[config.mk]
export PLATFORM = sky130hd
export DESIGN_NAME = mem_port_arbiter
export DESIGN_NICKNAME = d
export VERILOG_FILES = /design/src/rtl/riscv_mem_pkg.sv /design/src/rtl/mem_timeout_watchdog.sv /design/src/rtl/mem_port_arbiter.sv
export SDC_FILE = /design/constraint.sdc
export NUM_CORES = 1
export LEC_CHECK = 0
export BUFFER_PORTS_ARGS = -buffer_cell sky130_fd_sc_hd__buf_4
export CAP_MARGIN = 20
export CORE_MARGIN = 2
export CORE_UTILIZATION = 25
export CTS_CLUSTER_SIZE = 20
export DETAILED_ROUTE_END_ITERATION = 8
export PLACE_DENSITY = 0.53
export SYNTH_ARGS = -nofsm -noshare
export SYNTH_HDL_FRONTEND = slang
export SYNTH_SLANG_ARGS = --single-unit
export TNS_END_PERCENT = 5
[constraint.sdc]
create_clock -name clk -period 1.78 [get_ports clk]
set_input_delay 0.089 -clock clk [delete_from_list [all_inputs] [get_ports clk]]
set_output_delay 0.089 -clock clk [all_outputs]
set_load 0.02 [all_outputs]
[src/rtl/riscv_mem_pkg.sv]
// Shared types for the unified memory port: FSM encodings, owners, widths.
package riscv_mem_pkg;

    localparam int ADDR_W_DEF = 32;
    localparam int DATA_W_DEF = 32;

    typedef enum logic [1:0] {
        IDLE    = 2'b00,
        BUSY_IF = 2'b01,
        BUSY_DM = 2'b10
    } state_t;

    typedef enum logic {
        OWN_IF = 1'b0,
        OWN_DM = 1'b1
    } owner_t;

    function automatic state_t busy_state(input owner_t own);
        return (own == OWN_DM) ? BUSY_DM : BUSY_IF;
    endfunction

endpackage

[src/rtl/mem_timeout_watchdog.sv]
// Busy-cycle counter for the memory port; flags expiry on busy cycle TIMEOUT.
module mem_timeout_watchdog #(
    parameter int TIMEOUT = 64
) (
    input  logic clk,
    input  logic rst_n,
    input  logic busy,
    output logic expired
);

    localparam int CW = $clog2(TIMEOUT + 1);
    localparam logic [CW-1:0] LAST = CW'(TIMEOUT - 1);

    logic [CW-1:0] cnt;

    // cnt holds the number of busy cycles already spent; idle clears it
    always_ff @(posedge clk or negedge rst_n) begin
        if (!rst_n) begin
            cnt <= '0;
        end else if (!busy) begin
            cnt <= '0;
        end else if (cnt != LAST) begin
            cnt <= cnt + 1'b1;
        end
    end

    assign expired = busy && (cnt == LAST);

endmodule

[src/rtl/mem_port_arbiter.sv]
// IF/MEM arbiter for the single-ported unified memory.
// Optional busy-state abort is built in when MEM_TIMEOUT_EN is defined.
module mem_port_arbiter
    import riscv_mem_pkg::*;
#(
    parameter int ADDR_W     = ADDR_W_DEF,
    parameter int DATA_W     = DATA_W_DEF,
    parameter int FAIR_LIMIT = 4,
    parameter int TIMEOUT    = 64
) (
    input  logic              clk,
    input  logic              rst_n,
    input  logic              if_req,
    input  logic [ADDR_W-1:0] if_addr,
    output logic [DATA_W-1:0] if_rdata,
    output logic              if_ready,
    output logic              if_err,
    input  logic              dm_req,
    input  logic              dm_we,
    input  logic [ADDR_W-1:0] dm_addr,
    input  logic [DATA_W-1:0] dm_wdata,
    output logic [DATA_W-1:0] dm_rdata,
    output logic              dm_ready,
    output logic              dm_err,
    output logic              mem_req,
    output logic              mem_we,
    output logic [ADDR_W-1:0] mem_addr,
    output logic [DATA_W-1:0] mem_wdata,
    input  logic [DATA_W-1:0] mem_rdata,
    input  logic              mem_ack,
    output logic              stall_if,
    output logic              stall_mem
);

    localparam int FW = $clog2(FAIR_LIMIT + 1);
    localparam logic [FW-1:0] FAIR_MAX = FW'(FAIR_LIMIT);

    state_t            state;
    state_t            state_nx;
    logic [FW-1:0]     fair_cnt;
    logic [FW-1:0]     fair_nx;
    logic [ADDR_W-1:0] lat_addr;
    logic [DATA_W-1:0] lat_wdata;
    logic              lat_we;
    logic              grant_dm;
    logic              grant_if;
    logic              fair_full;
    logic              expire;
    logic              done;

    if (FAIR_LIMIT < 1 || TIMEOUT < 1) begin : g_bad_cfg
        $error("mem_port_arbiter: FAIR_LIMIT and TIMEOUT must be >= 1");
    end

`ifdef MEM_TIMEOUT_EN
    mem_timeout_watchdog #(
        .TIMEOUT(TIMEOUT)
    ) u_wdog (
        .clk     (clk),
        .rst_n   (rst_n),
        .busy    (state != IDLE),
        .expired (expire)
    );
`else
    assign expire = 1'b0;
`endif

    assign fair_full = (fair_cnt == FAIR_MAX);
    assign done      = mem_ack | expire;

    always_ff @(posedge clk or negedge rst_n) begin
        if (!rst_n) begin
            state     <= IDLE;
            fair_cnt  <= '0;
            lat_addr  <= '0;
            lat_wdata <= '0;
            lat_we    <= 1'b0;
        end else begin
            state    <= state_nx;
            fair_cnt <= fair_nx;
            if (grant_dm) begin
                lat_addr  <= dm_addr;
                lat_wdata <= dm_wdata;
                lat_we    <= dm_we;
            end else if (grant_if) begin
                lat_addr <= if_addr;
                lat_we   <= 1'b0;
            end
        end
    end

    // DM wins ties until FAIR_LIMIT grants have starved a waiting fetch
    always_comb begin
        state_nx = state;
        fair_nx  = fair_cnt;
        grant_dm = 1'b0;
        grant_if = 1'b0;
        unique case (state)
            IDLE: begin
                if (dm_req && (!fair_full || !if_req)) begin
                    grant_dm = 1'b1;
                    state_nx = busy_state(OWN_DM);
                    fair_nx  = if_req ? fair_cnt + 1'b1 : '0;
                end else if (if_req) begin
                    grant_if = 1'b1;
                    state_nx = busy_state(OWN_IF);
                    fair_nx  = '0;
                end else begin
                    fair_nx = '0;
                end
            end
            BUSY_IF, BUSY_DM: begin
                if (done) state_nx = IDLE;
                if (!if_req) fair_nx = '0;
            end
            default: state_nx = IDLE;
        endcase
    end

    always_comb begin
        mem_req  = 1'b0;
        mem_we   = 1'b0;
        if_ready = 1'b0;
        if_err   = 1'b0;
        if_rdata = '0;
        dm_ready = 1'b0;
        dm_err   = 1'b0;
        dm_rdata = '0;
        unique case (state)
            BUSY_IF: begin
                mem_req  = 1'b1;
                if_ready = done;
                if_err   = expire & ~mem_ack;
                if (mem_ack) if_rdata = mem_rdata;
            end
            BUSY_DM: begin
                mem_req  = 1'b1;
                mem_we   = lat_we;
                dm_ready = done;
                dm_err   = expire & ~mem_ack;
                if (mem_ack) dm_rdata = mem_rdata;
            end
            default: ;
        endcase
        stall_if  = if_req & ~if_ready;
        stall_mem = dm_req & ~dm_ready;
    end

    assign mem_addr  = lat_addr;
    assign mem_wdata = lat_wdata;

endmodule

==> metrics.txt, run 1 <==
Min Hold Slack=10.6 ps; Final Skew=5.77 ps; largest cells by area after synthesis=dfrtp_1, o211ai_1, and3_1, mux2_2, inv_1; reg-to-reg endpoint=mem_wdata[4]; Worst-path clk slew=60 ps; Tot GR Track Use=16.5%; Startpoint Class=flip-flop; Crit Reg-Reg Startpoint=fair_cnt[0]; Post-Syn Area=3710 um^2; CP endpoint=dm_rdata[5]; initial antenna violation count=0; initial drt markers=78; power per cell area=1560 nW/um^2; Die W=126 um; #FFs+latches synth=70; largest area contributor in the synthesized netlist=dfrtp_1; Pins Over Slew Limit=0; critical-path cell list=inv_1, ha_1, buf_8, and3_1, buf_4; Initial Utilization=25.5%; CP max-delay cell=dfrtp_1; final core utilization=45.2%; Mapped Cells=376; Peak VDD IR=0.655 mV; critical path required time=1690 ps; Tcrit/Tclk final=96.4%; Detail Route Antenna Nets=0; DIE AREA=15800 um^2; post-DR wirelength/cell=15.7 um; Post-Route WL=13400 um; fin nets=801; CP max stage delay=420 ps; DRC viols=0; Row Count=44; post-synth top area share=47.2%; crit path time final=1720 ps; predominant post-synthesis flop cell=dfrtp_1; R2R setup slack=110 ps; Lkg Pwr=0.00348 uW; cts bufs inserted=9; cells on worst reg2reg path=6; Cell variety after synth=29; final instance area=6560 um^2; post-DP HPWL=10100 um; Mapped Avg Cell Area=9.86 um^2; unrepaired setup endpoints after global routing=true; Critical Path Fanout Max=32; PortBufs=267; dominant cell by count in the synthesized netlist=dfrtp_1; FFs w/ async S/R, synth=100%; Max Cap Viol=0; Setup Viol. Count Final=0; GR Overflow Total=0; final hold violation count=0; # diodes=0; CP Class=reg2out; Final Wtd Congestion=0.862; layout cell share with drive strength beyond 1=49.3%; dpl cell area=5890 um^2; Yosys warnings=0; First-pass DRT Iterations=4; Power, Total=10200 uW; io pins=270; vias in the first global route=4101; clock sinks=70; number of synthesized flops with an enable pin=0; die height=126 um; fmax=583 MHz; Crit. End Element=primary output; Cells after DPL=802; area of the core=14500 um^2; TritonCTS clock tree=built; largest net degree at the start of global routing=68; status=finished clean; Root Buffer=clkbuf_16; H-tree depth=3; Layout Cells excl Fill=851; Layout area overhead=77.1%; Critical Path Start=state[0]; CTS max path bufs=2; first-pass GRT wire length=21200 um; DR vias=3973; HP Class=in2reg; sequential share of the synthesized area=47.2%; worst-skew pair later-pin latency=320 ps; synth cell count leaders=dfrtp_1, and3_1, o211ai_1, inv_1, nand2_1; via density per instance=4.67; CP arrival=1630 ps
metrics by stage:
step | worst slack [ps] | TNS [ps]
final | 63.6 | 0
after global routing | -33.5 | -369
after CTS | -5.48 | -5.48
after detailed placement | 111 | 0
after global placement | 149 | 0
after floorplan | 234 | 0
worst min path at each step:
stage,start,end,slack [ps],cells past startpoint
after detailed placement,rst_n,mem_addr[14],70,1
final,dm_wdata[4],mem_wdata[4],10,2
after CTS,dm_wdata[2],mem_wdata[2],1,2
after floorplan,rst_n,fair_cnt[0],-210,0
after global placement,rst_n,mem_addr[14],70,1
after global routing,dm_wdata[4],mem_wdata[4],3,2
worst max-delay path: cells and delay by family (launching register included):
kind          cells  cell delay, ps
buf+inv           3             450
fa+ha+maj         1             240
flops             1             420
simple gates      1             190
area by class of cell:
cell class              instances  area [um^2]
clock inverters                 6         86.3
multi-input cells             233         1670
inverters                      37          139
fillers                      1422         7970
clock buffers                  10          229
repair buffers                311         2460
well taps                     184          230
flip-flops and latches         70         1750
what timing repair did:
item                       in CTS  in global routing
hold endpoints to repair       61                  1
setup buffers                   0                  0
hold buffers                   32                  1
resized for setup               1                  6
setup endpoints to repair      22                 88
logic make-up after synthesis:
group / synth area share [%]
AOI/OAI and AO/OA: 15.6
adders and majority gates: 1.69
buffers and inverters: 8.74
DFF: 47.2
muxes: 9.72
other: 0.101
and+or+nand+nor: 16.9
state kept, by name, summed over array words and instances, names as in the netlist:
register and flops:
lat_we 1, fair_cnt 3, mem_addr 32, state 2, mem_wdata 32
power by group:
group	internal [uW]	switching, uW	total (uW)
registers	2400	465	2860
logic	2500	2970	5480
clock network	1220	669	1890
total	6130	4110	10200
metal layers:
layer / vias up / part of all wire, % / track usage, %
li1: 1892 / - / -
met1: 1878 / 39 / 19.3
met2: 189 / 52 / 30.5
met3: 14 / 7.8 / 4.04
met4: 0 / 1.3 / 3.94
met5: - / 0 / 0
layout by cell type (no fill, tap or decap), drive strengths merged:
cell type	n
a21o	1
a21oi	3
a22o	2
a22oi	2
and2	3
and3	65
and4b	1
buf	278
bufinv	2
clkbuf	10
clkinv	3
clkinvlp	1
conb	2
dfrtp	70
dlygate4sd3	33
ha	5
inv	37
mux2	32
nand2	36
nand2b	1
nand3	3
nor2	2
nor2b	2
nor3b	1
o211ai	65
o21a	1
o21ai	4
o31a	1
or3	1
Power figures use the tool's default switching activity.
==> run 2, diff against run 1 <==
- PLACE_DENSITY: 0.53 -> 0.62
==> run 2 against run 1 <==
Design area about the same. Sequential share of layout area about the same. Register-to-register slack about the same. Combinational power about the same. Fmax up 1.2%. Die area unchanged. Final cell count up 0.47%. Largest power group unchanged. Highest routed layer unchanged.
==> metrics.txt, run 2 (same netlist as run 1, synthesis figures left out) <==
final hold violation count=0; initial drt markers=128; Layout area overhead=77.2%; Max Cap Viol=0; Min Hold Slack=11.0 ps; critical path required time=1690 ps; status=finished clean; fin nets=806; Tot GR Track Use=16.3%; Critical Path Fanout Max=32; largest net degree at the start of global routing=68; uppermost layer routed=met4; TritonCTS clock tree=built; DR WL met2=7250 um; unrepaired setup endpoints after global routing=true; via density per instance=4.69; post-DR wirelength/cell=15.8 um; sum of negative setup slack=0 ps; GR Overflow Total=0; commonest cells after routing, fill and taps aside=buf_4, dfrtp_1, and3_1, o211ai_1, inv_1; PortBufs=267; DRC viols=0; Crit. End Element=primary output; Power, Total=10200 uW; Initial Utilization=25.5%; Final Wtd Congestion=0.819; CP arrival=1610 ps; post-DP HPWL=10100 um; CP Class=reg2out; Lkg Pwr=0.00350 uW; HP Class=in2reg; Startpoint Class=flip-flop; layout cell share with drive strength beyond 1=49.9%; Peak VDD IR=0.767 mV; Tcrit/Tclk final=95.3%; clock sinks=70; area of the core=14500 um^2; Pins Over Slew Limit=0; Row Count=44; crit path time final=1700 ps; Root Buffer=clkbuf_16; worst-skew pair later-pin latency=330 ps; Die W=126 um; Worst-path clk slew=60 ps; H-tree depth=3; DIE AREA=15800 um^2; Post-Route WL=13500 um; Detail Route Antenna Nets=0; Setup Viol. Count Final=0; io pins=270; # diodes=0; met1 wire length=4980 um; metal3 WL=1060 um; cts bufs inserted=9; commonest non-fill, non-tap cell in the layout=buf_4; vias in the first global route=4192; CTS max path bufs=2; Final Skew=6.80 ps; First-pass DRT Iterations=4; power per cell area=1550 nW/um^2; die height=126 um; first-pass GRT wire length=21000 um; initial antenna violation count=0; fmax=589 MHz; DR vias=4013
-- run 2: worst paths after layout --
check	startpoint	endpoint	slack, ps	cells after the start
worst max-delay path	state[0]	dm_rdata[13]	80	5
worst min-delay path	dm_wdata[6]	mem_wdata[6]	10	2
worst max register to register	fair_cnt[0]	mem_wdata[29]	110	6
worst min register to register	lat_we	lat_we	490	1
max in group asynchronous	rst_n	mem_wdata[1]	900	3
min in group asynchronous	rst_n	mem_wdata[10]	260	2
-- run 2: worst max-delay path, cell delays in order, from the launching register on --
cell     delay (ps)
dfrtp_1         400
inv_1           100
ha_2            230
buf_8           190
and3_1          210
buf_4           150
-- run 2: area by class of cell --
type                    count  area (um^2)
clock buffers              10          239
clock inverters             5         50.0
fillers                  1378         7970
inverters                  37          139
multi-input cells         233         1650
flip-flops and latches     70         1750
well taps                 184          230
repair buffers            316         2510
-- run 2: per-layer routing --
layer	track usage, %	vias up
met5	0	-
met4	5.37	0
met1	17.6	1908
li1	-	1901
met3	4.12	14
met2	31.0	190
-- run 2: report_power, final --
group | leakage [uW] | switching (uW) | internal, uW | total [uW]
clock network | 0.000148 | 653 | 1100 | 1760
logic | 0.00252 | 2980 | 2540 | 5510
registers | 0.000831 | 497 | 2400 | 2900
total | 0.00350 | 4130 | 6040 | 10200
-- run 2: through the flow --
| step | instances | utilization (%) | worst slack (ps) | cell area, um^2 |
|---|---|---|---|---|
| 6_report | 855 | 45.2 | 83.6 | 6570 |
| 5_1_grt | 855 | 45.2 | -17.6 | 6570 |
| 4_1_cts | 854 | 44.9 | 6.29 | 6530 |
| 3_5_place_dp | 807 | 40.7 | 91.2 | 5910 |
| 3_3_place_gp | 807 | 40.7 | 157 | 5910 |
| 2_1_floorplan | 377 | - | 234 | 3710 |
-- run 2: timing repair --
item,4_1_cts,5_1_grt
gates cloned,0,1
resized for setup,1,5
endpoints found under the hold margin,60,0
setup buffers,0,0
hold buffers,32,0
endpoints found under the setup margin,2,77
